===== src/rtl/jk_bank_arbiter.sv =====
// jk_bank_arbiter: round-robin arbiter in front of a private bank of JK
// registers. One requester's per-bit JK command is committed every 2 cycles.
//
// Ports:
//   clk, rst_n      clock, async active-low reset
//   req[NREQ]       request levels, held until ack
//   addr/j/k        per-requester address and JK vectors (sliced by index)
//   gnt/ack         registered one-hot grant (APPLY) and completion pulse
//   err             pulses with ack when address >= DEPTH
//   busy            high during APPLY
//   q/qbar          bank contents and their complement
module jk_bank_arbiter #(
  parameter int NREQ  = 4,
  parameter int DEPTH = 4,
  parameter int WIDTH = 8,
  parameter int AW    = 2
) (
  input  logic                   clk,
  input  logic                   rst_n,
  input  logic [NREQ-1:0]        req,
  input  logic [NREQ*AW-1:0]     addr,
  input  logic [NREQ*WIDTH-1:0]  j,
  input  logic [NREQ*WIDTH-1:0]  k,
  output logic [NREQ-1:0]        gnt,
  output logic [NREQ-1:0]        ack,
  output logic                   err,
  output logic                   busy,
  output logic [DEPTH*WIDTH-1:0] q,
  output logic [DEPTH*WIDTH-1:0] qbar
);

  localparam int PW = (NREQ > 1) ? $clog2(NREQ) : 1;

  typedef enum logic {
    S_IDLE,
    S_APPLY
  } state_t;

  state_t            r_state;
  logic [PW-1:0]     r_ptr;
  logic [PW-1:0]     r_sel;
  logic [AW-1:0]     r_addr;
  logic [WIDTH-1:0]  r_j;
  logic [WIDTH-1:0]  r_k;
  logic [WIDTH-1:0]  r_bank [DEPTH];
  logic [NREQ-1:0]   r_gnt;
  logic [NREQ-1:0]   r_ack;
  logic              r_err;
  logic              r_busy;

  logic [NREQ-1:0]   w_elig;
  logic              w_any;
  logic [PW-1:0]     w_pick;
  logic              w_oor;
  logic [PW-1:0]     w_ptr_nxt;

  // Masking with ack stops the just-served requester being regranted
  // while its req is still high in the ack cycle.
  assign w_elig = req & ~r_ack;

  // Scan from the pointer upward with wrap; iterating from the far end
  // lets the lowest offset win by being assigned last.
  always_comb begin
    w_any  = 1'b0;
    w_pick = '0;
    for (int o = NREQ - 1; o >= 0; o--) begin
      if (w_elig[(int'(r_ptr) + o) % NREQ]) begin
        w_any  = 1'b1;
        w_pick = PW'((int'(r_ptr) + o) % NREQ);
      end
    end
  end

  assign w_oor     = 32'(r_addr) >= 32'(DEPTH);
  assign w_ptr_nxt = (r_sel == PW'(NREQ - 1)) ? '0 : r_sel + 1'b1;

  always_ff @(posedge clk or negedge rst_n) begin
    if (!rst_n) begin
      r_state <= S_IDLE;
      r_ptr   <= '0;
      r_sel   <= '0;
      r_addr  <= '0;
      r_j     <= '0;
      r_k     <= '0;
      r_gnt   <= '0;
      r_ack   <= '0;
      r_err   <= 1'b0;
      r_busy  <= 1'b0;
      for (int r = 0; r < DEPTH; r++) begin
        r_bank[r] <= '0;
      end
    end else begin
      case (r_state)
        S_IDLE: begin
          r_ack <= '0;
          r_err <= 1'b0;
          if (w_any) begin
            r_gnt   <= NREQ'(1) << w_pick;
            r_sel   <= w_pick;
            r_addr  <= addr[w_pick*AW +: AW];
            r_j     <= j[w_pick*WIDTH +: WIDTH];
            r_k     <= k[w_pick*WIDTH +: WIDTH];
            r_busy  <= 1'b1;
            r_state <= S_APPLY;
          end
        end
        S_APPLY: begin
          // An out-of-range address matches no register.
          for (int r = 0; r < DEPTH; r++) begin
            if (r_addr == AW'(r)) begin
              r_bank[r] <= (r_j & ~r_bank[r]) |
                           (~r_k & r_bank[r]);
            end
          end
          r_ack   <= r_gnt;
          r_err   <= w_oor;
          r_gnt   <= '0;
          r_busy  <= 1'b0;
          r_ptr   <= w_ptr_nxt;
          r_state <= S_IDLE;
        end
        default: r_state <= S_IDLE;
      endcase
    end
  end

  for (genvar g = 0; g < DEPTH; g++) begin : g_q
    assign q[g*WIDTH +: WIDTH] = r_bank[g];
  end

  assign qbar = ~q;
  assign gnt  = r_gnt;
  assign ack  = r_ack;
  assign err  = r_err;
  assign busy = r_busy;

endmodule


===== config.mk =====
export PLATFORM = sky130hd
export DESIGN_NAME = jk_bank_arbiter
export DESIGN_NICKNAME = d
export VERILOG_FILES = /design/src/rtl/jk_bank_arbiter.sv
export SDC_FILE = /design/constraint.sdc
export NUM_CORES = 1
export LEC_CHECK = 0
export ABC_AREA = 1
export CORE_MARGIN = 4
export CORE_UTILIZATION = 40
export CTS_CLUSTER_DIAMETER = 30
export DETAILED_ROUTE_END_ITERATION = 10
export PLACE_DENSITY = 0.76
export SYNTH_ARGS = -nofsm -noshare
export SYNTH_HDL_FRONTEND = slang
export SYNTH_SLANG_ARGS = --single-unit

===== constraint.sdc =====
create_clock -name clk -period 2.1 [get_ports clk]
set_input_delay 0.21 -clock clk [delete_from_list [all_inputs] [get_ports clk]]
set_output_delay 0.21 -clock clk [all_outputs]
set_load 0.03 [all_outputs]

==> impl_metrics.ini <==
[detailed_routing]
drc = 0
drtPass1Iterations = 5
first_iter_violations = 206
drt-total-wl_um = 11500
wire_per_inst_um = 15.1
ant_nets = 0
vias = 3917
viasPerCell = 5.15

[critical_path]
reg2reg_depth = 12
slowest_stage = dfrtp_2
worstPathArrival_ns = 2.22
crit_top_cell = nand3_1
worstPathCellList = inv_2 > nand3_1 > nand2_1 > nand2_1 > nand2_2 > inv_4 > nand3_1 > nand2_1 > nor2_1 > buf_4 > nand3_1 > nand3_1
worstPathMaxFanout = 12
critical_path_required_ns = 2.38
r2r_slack_ns = 0.16
crit_path_start_kind = register
r2r-start = r_ptr[0]
critPathKind = reg -> reg
critical-path-max-stage-delay_ns = 0.50
r2r-end = r_j[2]
endpoint_kind = register

[global_route]
overflow = 0
antenna_found_initial = 0
grt_pass1_wl_um = 18300
grt_max_degree = 39
grt_pass1_vias = 3954
grt_usage_pct = 21.9

[synth]
synth_flop_cell = dfrtp_1
synth-seq-area-share_pct = 44.5
ys_types = 20
syn-num-nets = 574
synth_edf_count = 0
netlist_area_um2 = 3600
synth.area.top_cells = dfrtp_1 (44%), nand2_1 (14%), nand3_1 (12%)
synth.most_common_cell = nand2_1
synth.avg_cell_area_um2 = 7.28
yosysTopAreaCell = dfrtp_1
async_flop_share_pct = 100
synth-seq-cells = 64
yosysTopAreaCellShare_pct = 44.5
ys_warn_count = 0
postSynthCellCount = 495
synth_top_cells_by_count = nand2_1 (137), nand3_1 (89), inv_1 (74)

[flow_run]
cap_violations = 0

[cts]
clk_latency_ns = 0.34
numClockSinks = 64
cts_tree = yes
root_buffer = clkbuf_8
clk_pin_slew_ns = 0.07
postCtsSetupBuffers = 0
htree_levels = 3
cts_max_path_buffers = 2
cts_buffers = 9

[floorplanning]
start_util_pct = 41.3
coreArea_um2 = 8720
rows = 34
die_x_um = 103
die_area_um2 = 10600
io_pins = 152
die_h_um = 103

[sta]
timing.final.crit_period_ns = 1.94
rsz0062_at_grt = no
hold_viol = 0
tightest_slew_ns = 0.626
setup_viol = 0
fin_crit_sh_pct = 92.6
clock_skew_ns = 0.00827
relSlewSlack_pct = 58.2
tns_ns = 0
slew_violations = 0
fmax_ghz = 0.514

[layout]
final_core_util_pct = 62.8
layout-drive-gt1-share_pct = 6.89
area_delta_synth_final_pct = 51.9
antennaDiodeCount = 0
nNetsFinal = 727
num-fill-cells = 758

[pwr]
p_per_area_nw_per_um2 = 1900
leakage_nw = 2.61
ir_worst_vdd_mv = 0.970

[placed_design]
post-dp-hpwl_um = 9030
place_congestion = 0.878
io_buffers = 150

[min_path]
hp-class = in -> async

[run_status]
outcome = completed
stage by stage:
step                      power, mW  instances  area, um2  hold slack [ns]  worst slack (ns)
after floorplan                6.71        495       3600          -0.0856             0.378
after global placement         8.94        744       5230            0.249             0.153
after CTS                      10.4        761       5470            0.436            0.0495
after global routing           11.2        761       5470            0.468           0.00665
final                          10.4        761       5470            0.421             0.156
after detailed placement       9.17        744       5230            0.264            0.0681
layout by cell type, fill, tap and decap left out, types with 2 or more instances in the layout:
master	n
inv_4	2
clkbuf_8	10
buf_12	2
nand3_4	2
nor2_1	6
nand3b_1	18
buf_4	14
clkinvlp_4	3
clkdlybuf4s50_1	149
nand3_1	89
bufinv_16	2
nand2_1	137
dfrtp_1	63
o21ai_0	67
nand2_2	4
inv_1	74
inv_2	2
power by group:
part	internal (mW)	switching, mW
Combinational	2.55	4.25
Sequential	1.83	0.553
Clock	0.704	0.512
Total	5.08	5.32
layout make-up:
cell class	instances	area [um2]	share of cell area [%]
clock buffer	10	138	2.51
clock inverter	6	91.3	1.67
inverter	78	298	5.44
multi-input combinational	328	1560	28.4
sequential	64	1600	29.3
tap	108	135	2.47
timing repair buffer	167	1650	30.2
flip-flops by register name, summed over array words and instances, names as in the netlist, 2 cells and up:
name	count
q	32
r_j	8
gnt	4
r_sel	2
r_ptr	2
r_addr	2
r_k	8
ack	4
what timing repair did:
item,4_1_cts,5_1_grt
hold buffers,1,0
resized for setup,0,3
hold endpoints to repair,26,0
setup endpoints to repair,0,21
worst max path at each step:
stage / from / cells after the start / to
2_1_floorplan: ack[2] / 14 / r_j[3]
3_3_place_gp: req[3] / 14 / r_j[7]
3_5_place_dp: r_ptr[0] / 13 / r_j[4]
4_1_cts: r_ptr[0] / 13 / r_j[4]
5_1_grt: r_ptr[0] / 12 / r_j[4]
6_report: r_ptr[0] / 12 / r_j[2]
critical path, delay by kind of cell, from the launching register on:
| family | cells | cell delay, ns |
|---|---|---|
| buf+inv | 3 | 0.39 |
| simple gates | 9 | 0.99 |
| flops | 1 | 0.50 |
per-layer routing:
layer / up-vias / track usage, % / share of wire [%]
met3: 20 / 4.40 / 8.7
li1: 1885 / - / -
met4: 0 / 7.57 / 1.5
met1: 1836 / 28.3 / 42
met5: - / 0 / 0
met2: 176 / 36.7 / 47
logic make-up (layout without fill, tap and decap cells):
kind of cell / count (synthesis) / count (layout) / share of synthesized area, %
compound gates: 69 / 69 / 9.62
xor+xnor: 1 / 1 / 0.452
fa+ha+maj: 1 / 1 / 0.347
buf+inv: 103 / 261 / 12.3
flops: 64 / 64 / 44.5
other cells: 1 / 1 / 0.104
simple gates: 256 / 256 / 32.7
Power figures use the tool's default switching activity.
